**src/rtl/contador_pkg.sv**
```systemverilog
// rtl/contador_pkg.sv - shared constants, action encoding and parameter check for counter variants
package contador_pkg;

  localparam logic CONTA_CIMA  = 1'b1;
  localparam logic CONTA_BAIXO = 1'b0;

  typedef enum logic [1:0] {
    ACAO_HOLD   = 2'd0,
    ACAO_LOAD   = 2'd1,
    ACAO_REJECT = 2'd2,
    ACAO_COUNT  = 2'd3
  } acao_e;

  // Legal when 2 <= modulo <= 2**width; shared by every counter flavour.
  function automatic bit modulo_legal(input int width, input int modulo);
    return (width >= 1) && (width <= 31) && (modulo >= 2) &&
           (longint'(modulo) <= (longint'(1) << width));
  endfunction

endpackage

```
**src/rtl/contador_mod_n_if.sv**
```systemverilog
// rtl/contador_mod_n_if.sv - control/status bundle of one counter stage
interface contador_mod_n_if #(
  parameter int WIDTH = 4
);
  logic             enable;
  logic             carry_in;
  logic             up_down;
  logic             load;
  logic [WIDTH-1:0] load_value;
  logic [WIDTH-1:0] count;
  logic             tc;
  logic             carry_out;
  logic             load_err;

  modport master (
    output enable, carry_in, up_down, load, load_value,
    input  count, tc, carry_out, load_err
  );

  modport slave (
    input  enable, carry_in, up_down, load, load_value,
    output count, tc, carry_out, load_err
  );
endinterface

```
**src/rtl/contador_mod_n.sv**
```systemverilog
// rtl/contador_mod_n.sv - cascadable modulo-N up/down counter with checked parallel load
module contador_mod_n
  import contador_pkg::*;
#(
  parameter int WIDTH  = 4,
  parameter int MODULO = 6
) (
  input logic              clk,
  input logic              clear,
  contador_mod_n_if.slave  bus
);

  generate
    if (!modulo_legal(WIDTH, MODULO)) begin : g_bad_modulo
      $error("contador_mod_n: MODULO out of range for WIDTH");
    end
  endgenerate

  // MODULO == 2**WIDTH makes MAX_VAL all-ones, so wrap falls out of WIDTH-bit overflow.
  localparam logic [WIDTH-1:0] MAX_VAL = WIDTH'(MODULO - 1);
  localparam logic [WIDTH-1:0] ZERO    = '0;
  localparam logic [WIDTH-1:0] ONE     = WIDTH'(1);

  acao_e            acao;
  logic             at_max;
  logic             at_zero;
  logic             step;
  logic             wrap;
  logic [WIDTH-1:0] next_count;

  always_comb begin
    at_max  = (bus.count == MAX_VAL);
    at_zero = (bus.count == ZERO);
    step    = bus.enable & bus.carry_in;
    wrap    = (bus.up_down == CONTA_CIMA) ? at_max : at_zero;

    if (bus.up_down == CONTA_CIMA) begin
      next_count = at_max ? ZERO : bus.count + ONE;
    end else begin
      next_count = at_zero ? MAX_VAL : bus.count - ONE;
    end

    acao = ACAO_HOLD;
    if (bus.load) begin
      acao = (bus.load_value <= MAX_VAL) ? ACAO_LOAD : ACAO_REJECT;
    end else if (step) begin
      acao = ACAO_COUNT;
    end

    // Combinational so the next stage advances on the very edge this one wraps.
    bus.tc = ~clear & step & ~bus.load & wrap;
  end

  always_ff @(posedge clk) begin
    if (clear) begin
      bus.count     <= ZERO;
      bus.carry_out <= 1'b0;
      bus.load_err  <= 1'b0;
    end else begin
      case (acao)
        ACAO_LOAD: begin
          bus.count     <= bus.load_value;
          bus.carry_out <= 1'b0;
          bus.load_err  <= 1'b0;
        end
        ACAO_REJECT: begin
          bus.carry_out <= 1'b0;
          bus.load_err  <= 1'b1;
        end
        ACAO_COUNT: begin
          bus.count     <= next_count;
          bus.carry_out <= wrap;
          bus.load_err  <= 1'b0;
        end
        default: begin
          bus.carry_out <= 1'b0;
          bus.load_err  <= 1'b0;
        end
      endcase
    end
  end

endmodule

```
**src/flat_wrapper.sv**
```systemverilog
// flat-port wrapper written by rule: the top's interface ports become plain ports
module contador_mod_n_flat import contador_pkg::*;
#(
  parameter int WIDTH  = 4,
  parameter int MODULO = 6
)
  (clk, clear, bus_enable, bus_carry_in, bus_up_down, bus_load, bus_load_value, bus_count, bus_tc, bus_carry_out, bus_load_err);
  contador_mod_n_if #(.WIDTH(WIDTH)) bus_i ();
  input logic clk;
  input logic clear;
  input wire logic [$bits(bus_i.enable)-1:0] bus_enable;
  input wire logic [$bits(bus_i.carry_in)-1:0] bus_carry_in;
  input wire logic [$bits(bus_i.up_down)-1:0] bus_up_down;
  input wire logic [$bits(bus_i.load)-1:0] bus_load;
  input wire logic [$bits(bus_i.load_value)-1:0] bus_load_value;
  output wire logic [$bits(bus_i.count)-1:0] bus_count;
  output wire logic [$bits(bus_i.tc)-1:0] bus_tc;
  output wire logic [$bits(bus_i.carry_out)-1:0] bus_carry_out;
  output wire logic [$bits(bus_i.load_err)-1:0] bus_load_err;
  assign bus_i.enable = bus_enable;
  assign bus_i.carry_in = bus_carry_in;
  assign bus_i.up_down = bus_up_down;
  assign bus_i.load = bus_load;
  assign bus_i.load_value = bus_load_value;
  assign bus_count = bus_i.count;
  assign bus_tc = bus_i.tc;
  assign bus_carry_out = bus_i.carry_out;
  assign bus_load_err = bus_i.load_err;
  contador_mod_n #(.WIDTH(WIDTH), .MODULO(MODULO)) u_core (.clk(clk), .clear(clear), .bus(bus_i));
endmodule
```
**config.mk**
```make
export PLATFORM = sky130hd
export DESIGN_NAME = contador_mod_n_flat
export DESIGN_NICKNAME = d
export VERILOG_FILES = /design/src/rtl/contador_pkg.sv /design/src/rtl/contador_mod_n_if.sv /design/src/rtl/contador_mod_n.sv /design/src/flat_wrapper.sv
export SDC_FILE = /design/constraint.sdc
export NUM_CORES = 1
export LEC_CHECK = 0
export BUFFER_PORTS_ARGS = -buffer_cell sky130_fd_sc_hd__buf_2
export CORE_MARGIN = 2
export CORE_UTILIZATION = 30
export DETAILED_ROUTE_END_ITERATION = 12
export HOLD_SLACK_MARGIN = 0.05
export PLACE_DENSITY = 0.58
export SETUP_SLACK_MARGIN = 0.02
export SLEW_MARGIN = 10
export SYNTH_ARGS = -nofsm -noshare
export SYNTH_HDL_FRONTEND = slang
export SYNTH_SLANG_ARGS = --single-unit
```
**constraint.sdc**
```tcl
create_clock -name clk -period 1 [get_ports clk]
set_input_delay 0.15 -clock clk [delete_from_list [all_inputs] [get_ports clk]]
set_output_delay 0.15 -clock clk [all_outputs]
set_load 0.01 [all_outputs]
```
==> impl_metrics.yaml, run 1 <==
floorplan:
  dieArea_um2: 1671
  io-pin-count: 17
  dieHeight_um: 40.88
  rows: 13
  core_area_um2: 1285
  start_util: 0.3174
  die_w_um: 40.88
power:
  p_seq_frac: 0.369
  ir_drop_mv: 0.8383
  netSwitchingFraction: 0.2827
  total_power_mw: 0.7230
  p_sw_mw: 0.2044
  p_per_area_nw_per_um2: 956.7
  p_leak_nw: 0.3274
  p_comb_frac: 0.318
  p_int_mw: 0.5186
  clkPwrFrac: 0.313
global_route:
  grt_start_max_net_pins: 11
  gr-total-overflow: 0
  grt_pass1_vias: 406
  grt_usage: 0.1614
  grt_pass1_wl_mm: 1.697
  antenna_found_initial: 0
clock_tree:
  cts.htree.levels: 1
  cts_tree: "done"
  clockBufferDepth: 2
  cts_buffers: 3
  cts_root_buf: "clkbuf_4"
  numClockSinks: 6
  clkTransAtPathRegs_ns: 0.05
  hold_buffers: 0
  insertion_delay_ns: 0.25
synthesis:
  synth_most_common_cell: "a21oi_1"
  syn_nets: 62
  synth-main-ff-cell: "dfxtp_1"
  synthMuxAreaShare: 0
  synth_top_family_by_area: "simple AND/OR/NAND/NOR gates"
  synth_common_cells: "a21oi_1, dfxtp_1, nor2_1, o21ai_0"
  yosys_warnings: 0
  syn_area_um2: 407.9
  synth_edf_count: 0
  post_synth_and_or_nand_nor_area_fraction: 0.3528
  synth_largest_area_cell: "dfxtp_1"
  synth.area.top_cells: "dfxtp_1, a21oi_1, o21ai_0, nor2_1, nand3b_4"
  ys_ff_latch: 6
  synth_xor_xnor_area_share: 0.02147
  synthAdderAreaFrac: 0
  synth_cell_type_count: 28
  synth.avg_cell_area_um2: 7.844
  synthArstFlopShare: 0
  syn_inst: 52
  synth.top_cell.area_share: 0.2945
  yosysSeqAreaShare: 0.2945
  synth-compound-area-share: 0.2822
place:
  gp_congestion: 0.7063
  hpwlAfterDp_um: 844.4
  port_buffers: 16
  pre_cts_slack_ns: -0.2530
timing:
  setup_viol: 7
  worst_pin_slew_ns: 0.2802
  setup-tns-final_ns: -1.180
  hold_viol_final: 0
  final.min_clock_period_ns: 1.443
  rsz0062_at_grt: "yes"
  relSlewSlack: 0.8132
  skew_ns: 0.006326
  fmax_mhz: 693.1
  setup_ws_ns: -0.4428
  period_share: 1.443
  finalMaxSlewViolations: 0
routing:
  wl_met1_um: 539
  route.met3.wl_um: 81
  drt_first_pass_iters: 4
  vias: 499
  post_drt_wl_per_cell_um: 11.52
  drtIter0Drc: 6
  postRouteAntennaNets: 0
  totalWireLength_mm: 1.152
  top_layer_used: "met3"
  vias_per_cell: 4.990
  wl_met2_um: 532
  drc_errors: 0
cells_and_area:
  drive_gt1_frac: 0.5647
  nets: 97
  n_antenna_cell: 0
  syn_to_final_growth_pct: 85.28
  utilization: 0.5881
  fillers: 123
outcome:
  status: "complete, but fails checks"
  violations: "setup timing"
worst_setup_path:
  critPathArrivalTime_ns: 1.29
  startpoint_type: "flop"
  path_class: "flop to primary output"
  worst_ep_required_time_ns: 0.85
  cp_max_fo: 10
  endpoint_kind: "primary output"
job:
  maxCapViolCount: 0
hold_path:
  hp-class: "input port to flop"
==> registers in the layout (all words and copies together), names as in the netlist <==
| name | cells |
|---|---|
| u_core.bus.count | 4 |
| u_core.bus.carry_out | 1 |
| u_core.bus.load_err | 1 |
==> placed cells by master (no fill, tap or decap), types with 3 or more instances in the layout <==
| master | count |
|---|---|
| clkbuf_4 | 3 |
| buf_2 | 11 |
| nor2_1 | 6 |
| o21ai_0 | 3 |
| o21ai_1 | 3 |
| buf_6 | 11 |
| a21oi_1 | 4 |
| a21oi_2 | 3 |
| buf_4 | 9 |
==> final cells by class <==
class                   instances  area [µm²]  area share
inverters                       1       3.754    0.004967
flip-flops and latches          6       130.1      0.1722
clock buffers                   3       22.52     0.02980
well taps                      15       18.77     0.02483
repair buffers                 32       266.5      0.3526
multi-input cells              43       314.1      0.4156
==> worst max-delay path: stages, from the launching register on <==
cell	delay [ns]
dfxtp_4	0.39
or3_4	0.42
a21oi_4	0.13
buf_6	0.11
==> final timing paths <==
path / startpoint / endpoint / slack (ns) / depth (start not counted)
worst max-delay path: u_core.bus.count[0]$_SDFFE_PP0P_ / bus_tc / -0.44 / 3
worst min register to register: u_core.bus.count[2]$_SDFFE_PP0P_ / u_core.bus.carry_out$_SDFF_PP0_ / 0.59 / 2
worst min-delay path: bus_load_value[0] / u_core.bus.count[0]$_SDFFE_PP0P_ / 0.22 / 3
worst max register to register: u_core.bus.count[1]$_SDFFE_PP0P_ / u_core.bus.count[2]$_SDFFE_PP0P_ / -0.27 / 6
==> per-layer routing <==
metal,vias to the layer above,track usage
met5,-,0
met3,0,0.09783
met4,0,0
met2,17,0.2695
li1,265,-
met1,217,0.1851
==> logic make-up after synthesis <==
group,count (synthesis)
AOI/OAI and AO/OA,20
and+or+nand+nor,22
buffers and inverters,3
DFF,6
xor gates and xnor gates,1
==> power groups by stage <==
stage	Combinational, mW	Sequential [mW]	Clock, mW
3_5_place_dp	0.179	0.274	0
2_1_floorplan	0.0842	0.277	0
3_3_place_gp	0.176	0.274	0
6_report	0.230	0.267	0.226
5_1_grt	0.251	0.268	0.247
4_1_cts	0.223	0.266	0.229
==> per-stage QoR <==
step           std cells  hold WS [ns]  instance area, µm²
4_1_cts              100        0.2213               738.2
6_report             100        0.2190               755.7
2_1_floorplan         52        0.2117               432.9
3_5_place_dp          94        0.4789               625.6
5_1_grt              100        0.2305               755.7
3_3_place_gp          94        0.4606               625.6
==> timing repair <==
action | CTS | global route
setup buffers | 3 | 0
endpoints found under the setup margin | 9 | 9
resized for setup | 16 | 4
pin swaps | 5 | 2
(Power assumes the default switching activity.)
==> run 2: changes to the inputs <==
--- a/config.mk
+++ b/config.mk
@@ -16,3 +16,4 @@
 export SYNTH_ARGS = -nofsm -noshare
 export SYNTH_HDL_FRONTEND = slang
 export SYNTH_SLANG_ARGS = --single-unit
+export TNS_END_PERCENT = 50
==> impl_metrics.yaml, run 2 (synthesized netlist as in run 1, its figures left out) <==
outcome:
  status: "complete, but fails checks"
  violations: "setup timing"
cells_and_area:
  nets: 96
  n_antenna_cell: 0
  drive_gt1_frac: 0.5714
  utilization: 0.5901
  regMostFlops: "u_core.bus.count"
  largest_reg_flops: 4
  mostFrequentLayoutCells: "buf_6, buf_2, a21oi_1, buf_4, nor2_1"
  final_cell_area_um2: 758.2
  syn_to_final_growth_pct: 85.89
  reg_top3: "u_core.bus.count: 4 flops, u_core.bus.carry_out: 1 flops, u_core.bus.load_err: 1 flops"
  final_common_cell: "buf_6"
global_route:
  grt_pass1_vias: 416
  gr-total-overflow: 0
  grt_usage: 0.1603
  grt_pass1_wl_mm: 1.704
  antenna_found_initial: 0
  grt_start_max_net_pins: 11
timing:
  skew_ns: 0.005943
  worst_pin_slew_ns: 0.2847
  finalMaxSlewViolations: 0
  setup-tns-final_ns: -1.385
  holdWs_ns: 0.2229
  final.min_clock_period_ns: 1.447
  setup_ws_ns: -0.4466
  relSlewSlack: 0.8102
  setup_viol: 7
  hold_viol_final: 0
  rsz0062_at_grt: "yes"
  fmax_mhz: 691.3
  period_share: 1.447
floorplan:
  rows: 13
  start_util: 0.3174
  core_area_um2: 1285
  io-pin-count: 17
  die_w_um: 40.88
  dieHeight_um: 40.88
  dieArea_um2: 1671
worst_setup_path:
  worst_path_dominant_cell_family: "simple AND/OR/NAND/NOR gates"
  r2r-start: "u_core.bus.count[1]$_SDFFE_PP0P_"
  startpoint_type: "flop"
  rr_worst_depth: 7
  cpMaxStageDelayCell: "or4_4"
  cpPeakStageDelay_ns: 0.50
  r2r_end: "u_core.bus.count[2]$_SDFFE_PP0P_"
  path_class: "flop to primary output"
  regToRegSetupSlack_ns: -0.36
  cp_max_fo: 2
  worst_ep_required_time_ns: 0.85
  critPathArrivalTime_ns: 1.30
  crit_chain: "or4_4 -> a21oi_4 -> buf_6"
  cp_num_buf_inv: 1
  endpoint_kind: "primary output"
clock_tree:
  cts_buffers: 3
  numClockSinks: 6
  hold_buffers: 0
  clockBufferDepth: 2
  cts.htree.levels: 1
  clkTransAtPathRegs_ns: 0.05
  insertion_delay_ns: 0.24
  cts_tree: "done"
  cts_root_buf: "clkbuf_4"
place:
  placed_cell_area_um2: 625.6
  port_buffers: 16
  gp_congestion: 0.6910
  hpwlAfterDp_um: 868.2
  pre_cts_slack_ns: -0.2397
routing:
  postRouteAntennaNets: 0
  post_drt_wl_per_cell_um: 12.04
  drt_first_pass_iters: 5
  totalWireLength_mm: 1.192
  vias_per_cell: 5.101
  drc_errors: 0
  vias: 505
  drtIter0Drc: 9
hold_path:
  min_delay_path_depth: 3
  hp-class: "input port to flop"
  min_to: "u_core.bus.carry_out$_SDFF_PP0_"
  min_from: "clear"
power:
  ir_drop_mv: 0.6282
  p_per_area_nw_per_um2: 950.1
  p_leak_nw: 0.3314
job:
  maxCapViolCount: 0
-- run 2: worst reg2reg max path, stage by stage (launching register included) --
cell and delay, ns:
dfxtp_2 0.32, buf_4 0.13, buf_6 0.12, buf_6 0.11
nand2b_4 0.12, a31oi_1 0.17, a21oi_1 0.07, a221oi_2 0.23
-- run 2: power breakdown --
part / internal [mW] / switching, mW
Combinational: 0.132 / 0.0956
Clock: 0.136 / 0.0887
Sequential: 0.251 / 0.0172
-- run 2: layer usage --
layer	GRT usage	up-vias	wire, µm
li1	-	259	-
met1	0.2013	226	514
met2	0.2305	20	589
met3	0.08696	0	89
met4	0.05000	0	0
met5	0	-	0
-- run 2: worst max-delay path by stage --
stage                                      from  endpoint  slack (ns)  cells after the start
3_3_place_gp                           bus_load    bus_tc       -0.23                      5
6_report       u_core.bus.count[1]$_SDFFE_PP0P_    bus_tc       -0.45                      3
5_1_grt        u_core.bus.count[1]$_SDFFE_PP0P_    bus_tc       -0.48                      3
3_5_place_dp                           bus_load    bus_tc       -0.24                      5
4_1_cts        u_core.bus.count[1]$_SDFFE_PP0P_    bus_tc       -0.47                      3
2_1_floorplan  u_core.bus.count[3]$_SDFFE_PP0P_    bus_tc       -0.17                      2
-- run 2: through the flow --
stage,instances,total power [mW]
2_1_floorplan,52,0.3616
3_3_place_gp,94,0.4504
3_5_place_dp,94,0.4525
4_1_cts,98,0.7092
5_1_grt,99,0.7709
6_report,99,0.7204
-- run 2: layout make-up --
| cell class | count | area (µm²) |
|---|---|---|
| tap | 15 | 18.77 |
| sequential | 6 | 130.1 |
| clock buffer | 3 | 22.52 |
| fill | 115 | 526.8 |
| inverter | 1 | 3.754 |
| multi-input combinational | 43 | 320.3 |
| timing repair buffer | 31 | 262.8 |
-- run 2: timing repair --
action                     4_1_cts  5_1_grt
cloned                           0        0
setup endpoints to repair        9        9
pin swaps                        4        3
hold endpoints to repair         0        0
gates resized for setup         14        7
buffers inserted                 1        1
==> run 3: changes to the inputs <==
--- a/config.mk
+++ b/config.mk
@@ -5,6 +5,7 @@
 export SDC_FILE = /design/constraint.sdc
 export NUM_CORES = 1
 export LEC_CHECK = 0
+export ABC_AREA = 1
 export BUFFER_PORTS_ARGS = -buffer_cell sky130_fd_sc_hd__buf_2
 export CORE_MARGIN = 2
 export CORE_UTILIZATION = 30
==> impl_metrics.yaml, run 3 <==
place:
  port_buffers: 16
  hpwlAfterDp_um: 906.6
  gp_congestion: 0.7187
  pre_cts_slack_ns: -0.1131
  place_inst: 109
worst_setup_path:
  cpPeakStageDelay_ns: 0.36
  cp_max_fo: 4
  startpoint_type: "flop"
  cpMaxStageDelayCell: "dfxtp_4"
  cp_num_buf_inv: 1
  endpoint_kind: "primary output"
  worst_ep_required_time_ns: 0.85
  worst_path_dominant_cell_family: "flip-flops"
  regToRegSetupSlack_ns: -0.23
  critPathArrivalTime_ns: 1.19
  crit_chain: "nor2_4 -> a21oi_2 -> nor4_2 -> buf_2"
  cp_num_cells: 4
  path_class: "flop to primary output"
  rr_worst_depth: 9
synthesis:
  synth-compound-area-share: 0.1622
  synthAdderAreaFrac: 0
  yosys_warnings: 0
  post_synth_and_or_nand_nor_area_fraction: 0.4535
  synth_common_cells: "nand2_1, nor2_1, nand3_1"
  syn_inst: 69
  synth_top_family_by_area: "simple AND/OR/NAND/NOR gates"
  syn_area_um2: 416.7
  synth_cell_type_count: 15
  synthMuxAreaShare: 0
  synthArstFlopShare: 0
  ys_ff_latch: 6
  synth-main-ff-cell: "dfxtp_1"
  yosysSeqAreaShare: 0.2883
  synth.top_cell.area_share: 0.2883
  synth.avg_cell_area_um2: 6.038
  synth_xor_xnor_area_share: 0
  syn_nets: 79
  synth_largest_area_cell: "dfxtp_1"
  synth_edf_count: 0
  synth.area.top_cells: "dfxtp_1, nand2_1, nand3_1, nor2_1, a21oi_1"
  synth_most_common_cell: "nand2_1"
timing:
  setup-tns-final_ns: -1.031
  skew_ns: 0.002400
  holdWs_ns: 0.1613
  fmax_mhz: 747.4
  finalMaxSlewViolations: 0
  worst_pin_slew_ns: 0.2067
  setup_viol: 6
  period_share: 1.338
  rsz0062_at_grt: "yes"
  hold_viol_final: 0
  final.min_clock_period_ns: 1.338
  setup_ws_ns: -0.3379
  relSlewSlack: 0.8609
routing:
  totalWireLength_mm: 1.190
  vias_per_cell: 4.784
  post_drt_wl_per_cell_um: 10.26
  postRouteAntennaNets: 0
  drt_first_pass_iters: 5
  drc_errors: 0
  vias: 555
  drtIter0Drc: 8
global_route:
  grt_start_max_net_pins: 8
  grt_usage: 0.1629
  antenna_found_initial: 0
  grt_pass1_vias: 463
  grt_pass1_wl_mm: 1.787
  gr-total-overflow: 0
cells_and_area:
  syn_to_final_growth_pct: 69.97
  multi_input_area_um2: 294.0
  fin_cells: 116
  n_antenna_cell: 0
  final_common_cell: "nand2_1"
  drive_gt1_frac: 0.5050
  mostFrequentLayoutCells: "nand2_1, buf_2, buf_4, nand3_1, inv_1"
  regMostFlops: "u_core.bus.count"
  seq_area_um2: 135.1
  fillers: 144
  largest_reg_flops: 4
  nets: 112
  reg_top3: "u_core.bus.count: 4 flops, u_core.bus.carry_out: 1 flops, u_core.bus.load_err: 1 flops"
outcome:
  status: "complete, but fails checks"
  violations: "setup timing"
floorplan:
  dieArea_um2: 1703
  io-pin-count: 17
  core_area_um2: 1301
  rows: 13
  dieHeight_um: 41.27
  start_util: 0.3202
  die_w_um: 41.27
power:
  ir_drop_mv: 0.6332
  p_leak_nw: 0.3524
  p_per_area_nw_per_um2: 1018
hold_path:
  hp-class: "input port to flop"
  min_delay_path_depth: 2
clock_tree:
  cts_root_buf: "clkbuf_4"
  cts.htree.levels: 1
  clockBufferDepth: 2
  cts_buffers: 3
  insertion_delay_ns: 0.24
  clkTransAtPathRegs_ns: 0.05
  cts_tree: "done"
  numClockSinks: 6
  hold_buffers: 0
job:
  maxCapViolCount: 0
run 3: cell types whose count changed in the layout (fill, tap and decap cells not counted), moves of 4 or more:
cell	change
buf_6	-7
nand3_1	+6
nand2_1	+16
inv_1	+5
nor2_2	+4
run 3: area by class of cell:
class | count | share of cell area
repair buffers | 28 | 0.2739
clock buffers | 4 | 0.03710
flip-flops and latches | 6 | 0.1908
inverters | 10 | 0.05654
multi-input cells | 53 | 0.4152
well taps | 15 | 0.02650
run 3: what timing repair did:
action / 4_1_cts / 5_1_grt
setup buffers: 2 / 1
resized for setup: 8 / 4
pin swaps: 1 / 2
endpoints found under the setup margin: 7 / 8
run 3: report_power, final:
part           switching [mW]  total (mW)  internal (mW)
combinational           0.111       0.215          0.104
sequential             0.0182       0.265          0.247
clock                  0.0896       0.241          0.151
run 3: worst paths after layout:
path,startpoint,to
setup / recovery,u_core.bus.count[3]$_SDFFE_PP0P_,bus_tc
hold / removal,clear,u_core.bus.count[2]$_SDFFE_PP0P_
setup reg to reg,u_core.bus.count[0]$_SDFFE_PP0P_,u_core.bus.count[1]$_SDFFE_PP0P_
hold reg to reg,u_core.bus.count[1]$_SDFFE_PP0P_,u_core.bus.count[1]$_SDFFE_PP0P_
run 3: cells by family after synthesis:
kind of cell	count (synthesis)
and+or+nand+nor	41
AOI/OAI and AO/OA	12
buffers and inverters	10
DFF	6
run 3: metal layers:
metal  GRT usage  vias to the layer above  wire, µm
li1            -                      295         -
met1      0.2013                      243       543
met2      0.2813                       17       579
met3     0.03261                        0        67
met4     0.04839                        0         0
met5           0                        -         0
run 3: through the flow:
step	power (mW)	instance area, µm²	util
finish	0.7207	708.2	0.5442
CTS	0.7178	685.7	0.5269
floorplan	0.3670	446.7	-
detailed placement	0.4549	613.1	0.4712
global route	0.7680	708.2	0.5442
global placement	0.4541	613.1	0.4712
